<file path="config.mk">
export PLATFORM = sky130hd
export DESIGN_NAME = mem_port_arbiter
export DESIGN_NICKNAME = d
export VERILOG_FILES = /design/src/rtl/matrix_mult_pkg.sv /design/src/rtl/mem_port_arbiter.sv
export SDC_FILE = /design/constraint.sdc
export NUM_CORES = 1
export LEC_CHECK = 0
export ABC_AREA = 1
export ABC_CLOCK_PERIOD_IN_PS = 2700
export CAP_MARGIN = 20
export CORE_AREA = 3 3 138 140
export CTS_CLUSTER_SIZE = 16
export DETAILED_ROUTE_END_ITERATION = 10
export DIE_AREA = 0 0 141 143
export GPL_ROUTABILITY_DRIVEN = 0
export HOLD_SLACK_MARGIN = 0.05
export MAX_ROUTING_LAYER = met4
export PLACE_DENSITY_LB_ADDON = 0.3
export SLEW_MARGIN = 0
export SYNTH_ARGS = -nofsm -noshare
export SYNTH_HDL_FRONTEND = slang
export SYNTH_SLANG_ARGS = --single-unit
</file>
<file path="constraint.sdc">
create_clock -name clk_i -period 2.7 [get_ports clk_i]
set_input_delay 0.54 -clock clk_i [delete_from_list [all_inputs] [get_ports clk_i]]
set_output_delay 0.54 -clock clk_i [all_outputs]
set_load 0.005 [all_outputs]
</file>
<file path="src/rtl/matrix_mult_pkg.sv">
// Shared types and constants for the matrix-mult buffer memory arbiters.
package matrix_mult_pkg;

    typedef enum logic [1:0] {ARB_IDLE, ARB_CORE, ARB_HOST} mem_arb_state_e;

    localparam int unsigned MEM_ARB_MAX_BURST = 16;

endpackage

</file>
<file path="src/rtl/mem_port_arbiter.sv">
// Burst-locked core/host arbiter in front of one single-port buffer SRAM.
// Optional per-grant access cap: define MEM_ARB_BURST_LIMIT_EN.
module mem_port_arbiter
    import matrix_mult_pkg::*;
#(
    parameter int unsigned DATA_WIDTH = 64,
    parameter int unsigned SIZE       = 256,
    parameter int unsigned MAX_BURST  = MEM_ARB_MAX_BURST
) (
    input  logic                    clk_i,
    input  logic                    rstn_async_i,

    input  logic                    core_req_i,
    input  logic                    core_wenb_i,
    input  logic [$clog2(SIZE)-1:0] core_addr_i,
    input  logic [DATA_WIDTH-1:0]   core_d_i,
    input  logic                    core_last_i,
    output logic                    core_gnt_o,
    output logic                    core_rvalid_o,

    input  logic                    host_req_i,
    input  logic                    host_wenb_i,
    input  logic [$clog2(SIZE)-1:0] host_addr_i,
    input  logic [DATA_WIDTH-1:0]   host_d_i,
    input  logic                    host_last_i,
    output logic                    host_gnt_o,
    output logic                    host_rvalid_o,

    output logic [DATA_WIDTH-1:0]   q_o,

    output logic                    mem_cenb_o,
    output logic                    mem_wenb_o,
    output logic [$clog2(SIZE)-1:0] mem_addr_o,
    output logic [DATA_WIDTH-1:0]   mem_d_o,
    input  logic [DATA_WIDTH-1:0]   mem_q_i
);

    if (MAX_BURST < 2 || MAX_BURST > 256) begin : g_bad_max_burst
        $error("mem_port_arbiter: MAX_BURST must be in 2..256");
    end

    mem_arb_state_e state_q, state_d;
    logic           last_host_q, last_host_d;
    logic           core_rv_q, core_rv_d;
    logic           host_rv_q, host_rv_d;

    logic core_issue;
    logic host_issue;
    logic issue;
    logic force_release;
    logic release_grant;

    assign core_issue = (state_q == ARB_CORE) && core_req_i;
    assign host_issue = (state_q == ARB_HOST) && host_req_i;
    assign issue      = core_issue || host_issue;

    assign core_gnt_o    = (state_q == ARB_CORE);
    assign host_gnt_o    = (state_q == ARB_HOST);
    assign core_rvalid_o = core_rv_q;
    assign host_rvalid_o = host_rv_q;
    assign q_o           = mem_q_i;

    always_comb begin
        mem_cenb_o = !issue;
        mem_wenb_o = 1'b1;
        mem_addr_o = '0;
        mem_d_o    = '0;
        if (core_issue) begin
            mem_wenb_o = core_wenb_i;
            mem_addr_o = core_addr_i;
            mem_d_o    = core_d_i;
        end else if (host_issue) begin
            mem_wenb_o = host_wenb_i;
            mem_addr_o = host_addr_i;
            mem_d_o    = host_d_i;
        end
    end

    always_comb begin
        release_grant = (core_issue && core_last_i) || (host_issue && host_last_i)
                        || force_release;
        state_d     = state_q;
        last_host_d = last_host_q;
        case (state_q)
            ARB_IDLE: begin
                if (core_req_i && host_req_i) begin
                    state_d = last_host_q ? ARB_CORE : ARB_HOST;
                end else if (core_req_i) begin
                    state_d = ARB_CORE;
                end else if (host_req_i) begin
                    state_d = ARB_HOST;
                end
            end
            ARB_CORE: begin
                if (release_grant) begin
                    last_host_d = 1'b0;
                    state_d     = host_req_i ? ARB_HOST : ARB_IDLE;
                end
            end
            ARB_HOST: begin
                if (release_grant) begin
                    last_host_d = 1'b1;
                    state_d     = core_req_i ? ARB_CORE : ARB_IDLE;
                end
            end
            default: state_d = ARB_IDLE;
        endcase
        // Read tag follows the issuing owner, so it survives a same-cycle handover.
        core_rv_d = core_issue && core_wenb_i;
        host_rv_d = host_issue && host_wenb_i;
    end

    always_ff @(posedge clk_i or negedge rstn_async_i) begin
        if (!rstn_async_i) begin
            state_q     <= ARB_IDLE;
            last_host_q <= 1'b1;
            core_rv_q   <= 1'b0;
            host_rv_q   <= 1'b0;
        end else begin
            state_q     <= state_d;
            last_host_q <= last_host_d;
            core_rv_q   <= core_rv_d;
            host_rv_q   <= host_rv_d;
        end
    end

`ifdef MEM_ARB_BURST_LIMIT_EN
    localparam int unsigned CW = $clog2(MAX_BURST);
    localparam logic [CW-1:0] CNT_MAX = CW'(MAX_BURST - 1);

    logic [CW-1:0] burst_cnt_q, burst_cnt_d;

    // Counter sits at MAX_BURST-1 while the cap-th access issues.
    assign force_release = (burst_cnt_q == CNT_MAX) &&
                           ((core_issue && host_req_i) || (host_issue && core_req_i));

    always_comb begin
        burst_cnt_d = burst_cnt_q;
        if (state_d != state_q) begin
            burst_cnt_d = '0;
        end else if (issue && (burst_cnt_q != CNT_MAX)) begin
            burst_cnt_d = burst_cnt_q + 1'b1;
        end
    end

    always_ff @(posedge clk_i or negedge rstn_async_i) begin
        if (!rstn_async_i) begin
            burst_cnt_q <= '0;
        end else begin
            burst_cnt_q <= burst_cnt_d;
        end
    end
`else
    assign force_release = 1'b0;
`endif

endmodule

</file>
==> flow_summary.toml <==
[status]
status = "complete, no violations"

[min_path]
hold_path.class = "reg2reg"
hp-start = "last_host_q"
hold_depth = 2
hold_path_end = "last_host_q"

[clocking]
cts_tree = "built"
holdBufCountCts = 0
clockBufferDepth = 2
cts_resized = 0
clk_pin_slew_ns = 0.03
clkSinkCount = 5
cts_root_buffer = "clkbuf_16"
cts_setup_buffers = 0
numCtsBuffers = 3
htreeDepth = 1
clock_latency_ns = 0.23

[sta]
fin_crit_sh = 0.947
fmax_ghz = 0.391
finalCriticalPeriod_ns = 2.56
maxSlewHeadroom = 0.737
hold-worst-slack_ns = 0.460
final-hold-violation-count = 0
setup_viol = 0
rsz0062_at_grt = "false"
tns_ns = 0
worst-slew-pin-transition_ns = 0.394
finClkSkew_ns = 0.00114
drv_slew = 0
fin_ws_ns = 0.142

[die]
initial_core_util = 0.108
die-area_mm2 = 0.0202
row_count = 49
die_w_um = 141
coreArea_mm2 = 0.0180
die_y_um = 143
ioPinCount = 358

[routing]
post_drt_via_cell_ratio = 4.10
antenna_left = 0
drt_iter0_markers = 119
drc = 0
vias = 2961
wirelength_mm = 10.6
wl_per_cell_um = 14.6
drt_first_pass_iters = 5

[logic_synthesis]
synth_cell_types = 16
syn-cell-area_mm2 = 0.00193
syn_area_per_cell_um2 = 5.53
yosys_warnings = 0
yosysTopAreaCellShare = 0.383
synth_nets = 566
ys_ff_latch = 5
synth_cells = 350
yosysTopAreaCell = "nand3_1"
synth_area_leaders = "nand3_1, buf_4, nand2_1, dfrtp_1, buf_6"
ys_seq_area_frac = 0.0653

[final_layout]
diodes = 0
design_area_mm2 = 0.00405
syn_to_final_growth_pct = 109
fin_nets = 710
drive_above_1_share = 0.0325

[grt]
antenna_found_initial = 0
grt_overflow_total = 0
grt_pass1_wl_mm = 15.7
grtUsageTotal = 0.0962
grt_pass1_vias = 2974
grt_max_degree = 78

[worst_setup_path]
path_class = "reg2out"
arrival_ns = 2.02
crit_chain = "inv_2 -> nor2_4 -> buf_12 -> nand3_1 -> nand2_1 -> clkdlybuf4s50_1"
r2r_start = "state_q[1]"
worstReg2RegEnd = "state_q[0]"
crit_cells = 6
cp-start-kind = "flop"
crit_slowest_cell = "clkdlybuf4s50_1"
rrSetupSlack_ns = 1.36
cpPeakStageDelay_ns = 0.52
path_buf_inv = 3
crit_path_end_kind = "primary output"
path_delay_family = "buffers and inverters"
reg2regPathDepth = 6
crit_fanout = 75
required_ns = 2.16

[power_and_ir_drop]
p_per_area_mw_per_mm2 = 533
power.leakage_uw = 0.00170
vdd_drop_max_uv = 514
total_power_uw = 2150

[placement]
postPlaceCellArea_mm2 = 0.00394
hpwl_mm = 7.66
io_buffers = 229
post-place-ws_ns = 0.370

[job]
max_cap_viol_count = 0
logic make-up (layout without fill, tap and decap cells):
group / Yosys count / after routing / share of synthesized area
buffers and inverters: 103 / 246 / 0.361
AOI/OAI and AO/OA: 3 / 3 / 0.00776
and+or+nand+nor: 239 / 239 / 0.566
DFF: 5 / 5 / 0.0653
power by group:
group / total (µW) / internal (µW) / switching, µW
Combinational: 1770 / 943 / 829
Sequential: 139 / 107 / 31.9
Clock: 244 / 196 / 48.0
worst min-delay path, cell delays in order, from the launching register on:
cell and delay, ns:
dfstp_2 0.36, nand2_1 0.05, nand2_1 0.05
state kept, by name, indices dropped and copies added (netlist names):
name / flops
last_host_q: 1
core_rvalid_o: 1
state_q: 2
host_rvalid_o: 1
cells in the mapped netlist (all sizes together):
| cell | number |
|---|---|
| o21ai | 2 |
| a21oi | 1 |
| dfstp | 1 |
| inv | 7 |
| clkbuf | 7 |
| dfrtp | 4 |
| nand3 | 148 |
| nor2 | 5 |
| buf | 89 |
| nand2 | 83 |
| nand4 | 3 |
metrics by stage:
step,cells,utilization
after floorplan,350,-
after global placement,717,0.219
after detailed placement,717,0.219
after CTS,721,0.224
after global routing,722,0.225
final,722,0.225
layer usage:
metal	global-route usage	vias to the layer above	part of all wire
met4	0.0291	0	0.025
li1	-	1392	-
met3	0.0265	34	0.11
met1	0.101	1338	0.35
met5	-	-	0
met2	0.176	197	0.51
area by class of cell:
type                    instances  area [µm²]
fillers                      1960       13900
repair buffers                235        2410
multi-input cells             242        1120
well taps                     229         287
flip-flops and latches          5         126
clock buffers                   4        78.8
inverters                       7        26.3
layout by cell type, fill, tap and decap left out, drive strengths merged:
cell / instances
nand3: 148
clkdlybuf4s50: 227
nand4: 3
nand2: 83
a21oi: 1
nor2: 5
clkbuf: 5
buf: 7
dfrtp: 4
o21ai: 2
inv: 7
dfstp: 1
worst max path at each step:
stage / start / to / slack (ns)
after floorplan: host_req_i / mem_addr_o[0] / 1.0
after global placement: host_req_i / mem_wenb_o / 0.40
after detailed placement: state_q[0] / mem_wenb_o / 0.37
after CTS: state_q[0] / mem_wenb_o / 0.12
after global routing: state_q[1] / mem_wenb_o / 0.002
final: state_q[1] / mem_d_o[34] / 0.14
No activity file was read; power rests on OpenSTA's default activity.
==> patch 1: new RTL, same settings <==
Re-encode `mem_arb_state_e` (3 states) as one-hot, 3 bits wide.
--- a/src/rtl/matrix_mult_pkg.sv
+++ b/src/rtl/matrix_mult_pkg.sv
@@ -1,7 +1,7 @@
 // Shared types and constants for the matrix-mult buffer memory arbiters.
 package matrix_mult_pkg;
 
-    typedef enum logic [1:0] {ARB_IDLE, ARB_CORE, ARB_HOST} mem_arb_state_e;
+    typedef enum logic [2:0] {ARB_IDLE = 3'b001, ARB_CORE = 3'b010, ARB_HOST = 3'b100} mem_arb_state_e;
 
     localparam int unsigned MEM_ARB_MAX_BURST = 16;
 
Formal check against the unedited RTL: no difference found for any inputs over 10 cycles, from zero or initial values and one cycle with rstn_async_i low; not proved beyond that.
==> patch 1 against the original RTL <==
Sequential cell count is 1 higher; first-iteration DRC count is 17% lower; largest cell class unchanged; critical path type unchanged; wire length is 3.6% lower; design area is 4.0% higher; synthesized area is 4.5% higher; critical endpoint is now mem_d_o[20]; combinational power is 32% lower; setup slack better by 32 ps; total power is 25% lower.
==> patch 1: results (changes against the original RTL) <==
- The run finished with clean final reports.
- The maximum clock insertion buffer count is 2 (unchanged).
- The number of DRC markers after the initial detailed-route iteration is 99 (-17%).
- The via count of the first global-routing pass is 2897 (-2.6%).
- In this run the critical register-to-register path is launched from state_q[0].
- The placement-stage worst setup slack is 367 ps (-3.15 ps).
- The combined global-route utilization of all metal layers is 0.0909 (-0.00538).
- The filler cell count is 2017 (+2.9%).
- The leakage power summed over all cells is 1.78 nW (+4.5%).
- The post-detailed-route via-to-cell ratio came to 3.96 (-3.4%).
- The most used flip-flop cell after synthesis is sky130_fd_sc_hd__dfrtp_1.
- The wire length of the first global-routing pass was 14.6 mm (-6.6%).
- The peak ir drop on the vdd network is 0.000215 V (-58%).
- The number of iterations in the first detailed-routing pass was 4 (-1).
- The number of setup buffers added after CTS came to 0 (unchanged).
- The slowest cell on the critical path is sky130_fd_sc_hd__clkdlybuf4s50_1.
- In the post-synthesis netlist, the biggest area contributors are sky130_fd_sc_hd__nand3_1 (38%), sky130_fd_sc_hd__buf_4 (25%), sky130_fd_sc_hd__nand2_1 (16%), sky130_fd_sc_hd__dfrtp_1 (5.0%), sky130_fd_sc_hd__buf_6 (2.8%).
- Tracing the worst setup path back leads to its startpoint at state_q[2].
- The final clock skew is 3.19 ps (+2.05 ps).
- The switching share of power was 0.379 (-0.0427).
- The post-synthesis xor/xnor area fraction came to 0 (unchanged).
- The commonest cells after synthesis are sky130_fd_sc_hd__nand3_1 (154), sky130_fd_sc_hd__nand2_1 (87), sky130_fd_sc_hd__buf_4 (68).
- The number of flip-flops in the largest register is 3 (+1).
- The number of synthesis warnings came to 0 (unchanged).
- The post-layout net count is 731 (+3.0%).
- The number of library cell types mapped by synthesis was 16 (unchanged).
- The biggest cell delay along the critical path is 500 ps (-20 ps).
- The largest fanout on the critical path is 26 (-65%).
- The synthesized-area fraction occupied by ao, oa, aoi and oai cells is 0.00990 (+0.00214).
- The detailed placer's ending HPWL is 8.24 mm (+7.7%).
- The share of post-route cells with drive strength above 1 is 0.0409 (+0.00840).
- The mux cell area share after synthesis came to 0 (unchanged).
- The detailed-route wire length per cell is 13.7 um (-6.3%).
- The total CTS buffers came to 3 (unchanged).
- The clock input transition at the sequential cells of the worst setup and hold paths is 30 ps (about the same).
- The data arrival time of the critical path is 1990 ps (-30 ps).
- The largest net degree at the start of global routing is 41 (-47%).
- The part of the Yosys area used for sequential elements was 0.0755 (+0.0102).
- The net count after synthesis is 581 (+2.7%).
- The normalized max-slew margin is 0.791 (+0.0536).
==> patch 1: kinds of logic (layout without fill, tap and decap cells) <==
| logic type | Yosys count | count (layout) |
|---|---|---|
| AO/OA/AOI/OAI | 4 | 4 |
| buffers and inverters | 105 | 254 |
| flip-flops | 6 | 6 |
| AND/OR/NAND/NOR | 250 | 250 |
==> patch 1: power groups by stage <==
stage	logic [W]	clock network, W	registers, W
6_report	0.00121	0.000243	0.000161
3_3_place_gp	0.00124	0	0.000162
3_5_place_dp	0.00123	0	0.000161
5_1_grt	0.00133	0.000252	0.000165
4_1_cts	0.00123	0.000246	0.000160
2_1_floorplan	0.000595	0	0.000156
==> patch 1: final timing paths <==
check                      cells past startpoint     endpoint  slack [ps]
max                                            6  mem_d_o[20]         170
min                                            2  last_host_q         460
max reg2reg                                    8   state_q[0]        1320
min reg2reg                                    2  last_host_q         460
max in group asynchronous                      1   state_q[0]        1840
min in group asynchronous                      1   state_q[1]         570
==> patch 1: per-layer routing <==
layer,GRT usage,vias up,share of wire
met5,-,-,0
met4,0.0158,0,0.014
met3,0.0221,22,0.10
met2,0.171,194,0.50
met1,0.0979,1277,0.38
li1,-,1452,-
==> patch 1: cell type report <==
type / count / share of cell area
Tap cell: 229 / 0.0681
Timing Repair Buffer: 241 / 0.591
Sequential cell: 6 / 0.0363
Clock buffer: 4 / 0.0187
Inverter: 9 / 0.00803
Multi-Input combinational cell: 254 / 0.278
==> patch 1: stage by stage <==
| step | total power [W] | cell area (um^2) | util | std cells |
|---|---|---|---|---|
| 6_report | 0.00161 | 4210 | 0.234 | 743 |
| 5_1_grt | 0.00175 | 4210 | 0.234 | 743 |
| 4_1_cts | 0.00164 | 4210 | 0.234 | 743 |
| 3_5_place_dp | 0.00139 | 4130 | 0.230 | 739 |
| 3_3_place_gp | 0.00140 | 4130 | 0.230 | 739 |
| 2_1_floorplan | 0.000752 | 2020 | - | 365 |
==> patch 1: critical path, delay by kind of cell, from the launching register on <==
family	cells	cell delay (ps)
and+or+nand+nor	3	440
buffers and inverters	3	890
DFF	1	420
==> patch 2: new RTL, same flow settings <==
Made on the original files. `DATA_WIDTH`: 64 -> 72.
--- a/src/rtl/mem_port_arbiter.sv
+++ b/src/rtl/mem_port_arbiter.sv
@@ -3,7 +3,7 @@
 module mem_port_arbiter
     import matrix_mult_pkg::*;
 #(
-    parameter int unsigned DATA_WIDTH = 64,
+    parameter int unsigned DATA_WIDTH = 72,
     parameter int unsigned SIZE       = 256,
     parameter int unsigned MAX_BURST  = MEM_ARB_MAX_BURST
 ) (
Ports: changed (5 resized); port bits go from 358 to 398. The function was not compared with the original's and may differ.
==> patch 2 against the original RTL <==
Setup slack better by 15 ps; combinational power is 8% higher; largest power group unchanged; largest cell class unchanged; synthesized area is 8.2% higher; hold slack hardly changed; utilization is 2.1 points higher; design area is 9.5% higher; total power is 7.0% higher; wire length is 12% higher; sequential cell count stayed put.
==> patch 2: results (changes against the original RTL) <==
- The share of post-route cells with drive strength above 1 is 0.0366 (+0.00418).
- Sorting the synthesized cells by how often they occur yields sky130_fd_sc_hd__nand3_1 (164), sky130_fd_sc_hd__nand2_1 (91), sky130_fd_sc_hd__buf_4 (81).
- The area occupied by registers is 128 um^2 (+0.99%).
- The placed instance count is 771 (+7.5%).
- The number of DRC markers after the initial detailed-route iteration is 116 (-2.5%).
- The instance area at placement is 4350 um^2 (+10%).
- The global-route track usage on met1 is 0.115 (+0.0139).
- The net count after synthesis is 626 (+11%).
- The flow ran to the end, and the final reports show no timing, DRC or antenna violations.
- The largest fanout on the critical path is 31 (-59%).
- For the sequential group, total power comes out at approximately 0.00014 W.
- The internal power summed over all cells came to 0.00135 W (+8.1%).
- The peak ir drop on the vdd network is 0.000329 V (-36%).
- The wire length of the first global-routing pass was 17.3 mm (+11%).
- The H-tree depth reported by CTS is 1 (unchanged).
- The via count of the first global-routing pass is 3163 (+6.4%).
- The final clock skew was 0.248 ps (-0.889 ps).
- The count of vias placed by the detailed router was 3145 (+6.2%).
- Sorting the synthesized cells by area gives the leading types as sky130_fd_sc_hd__nand3_1 (39%), sky130_fd_sc_hd__buf_4 (29%), sky130_fd_sc_hd__nand2_1 (16%), sky130_fd_sc_hd__dfrtp_1 (4.8%), sky130_fd_sc_hd__buf_2 (2.6%).
- The data arrival time of the critical path was 2000 ps (-20 ps).
- The register with the most flip-flops in the final layout is state_q.
- The combined global-route utilization of all metal layers came to 0.113 (+0.0166).
- The detailed placer's ending HPWL was 9.37 mm (+22%).
- The slew at the pin closest to its max-slew limit is 346 ps (-48.1 ps).
- The worst hold-check path type is reg -> reg.
- The power in the clock group is about 0.00025 W.
- The number of port buffers is 253 (+10%).
- The clock input transition at the sequential cells of the worst setup and hold paths is 30 ps (about the same).
- The number of library cell types mapped by synthesis is 15 (-1).
- The post-synthesis instance total is 386 (+10%).
- The number of iterations in the first detailed-routing pass is 6 (+1).
- The leakage power summed over all cells is 1.88 nW (+10%).
- The filler cell count was 2020 (+3.1%).
- The final non-filler cell total is 775 (+7.3%).
- The global routing usage on met2 is 0.200 (+0.0237).
- The clock network power share is 0.107 (-0.006).
- The routed wire length came to 11.8 mm (+12%).
- The part of the Yosys area used for sequential elements is 0.0604 (-0.00496).
- The number of synthesis warnings came to 0 (unchanged).
- The met3 layer usage reported by global route is 0.0308 (+0.00435).
- The placement-stage worst setup slack was 302 ps (-68.2 ps).
- The antenna diode count came to 0 (unchanged).
- The largest net degree at the start of global routing came to 74 (-5.1%).
- The post-layout net count is 787 (+11%).
-- patch 2: worst paths after layout --
kind,slack [ps],cells past startpoint,from,endpoint
worst max-delay path,160,6,state_q[0],mem_d_o[55]
worst min-delay path,460,2,last_host_q,last_host_q
worst max register to register,1440,5,state_q[0],core_rvalid_o
worst min register to register,460,2,last_host_q,last_host_q
max in group asynchronous,1870,1,rstn_async_i,last_host_q
min in group asynchronous,560,1,rstn_async_i,state_q[0]
-- patch 2: layout make-up --
| cell class | instances | area share |
|---|---|---|
| flip-flops and latches | 5 | 0.0288 |
| clock buffers | 4 | 0.0178 |
| inverters | 7 | 0.00593 |
| multi-input cells | 266 | 0.278 |
| well taps | 229 | 0.0647 |
| repair buffers | 264 | 0.605 |
-- patch 2: logic make-up (layout without fill, tap and decap cells) --
| kind of cell | Yosys count | count (layout) | synth area share |
|---|---|---|---|
| and+or+nand+nor | 263 | 263 | 0.574 |
| AOI/OAI and AO/OA | 3 | 3 | 0.00717 |
| DFF | 5 | 5 | 0.0604 |
| buffers and inverters | 115 | 275 | 0.358 |
-- patch 2: worst max-delay path: stages, from the launching register on --
cell                              delay (ps)
sky130_fd_sc_hd__dfrtp_1                 410
sky130_fd_sc_hd__inv_1                   140
sky130_fd_sc_hd__nor2_4                  140
sky130_fd_sc_hd__buf_4                   340
sky130_fd_sc_hd__nand3_1                 140
sky130_fd_sc_hd__nand2_1                  90
sky130_fd_sc_hd__clkdlybuf4s50_1         500
-- patch 2: routing by layer --
layer  wire (um)  vias to the layer above
met3        1070                       40
met5           0                        -
met2        6010                      186
met4         526                        0
met1        4200                     1384
li1            -                     1535
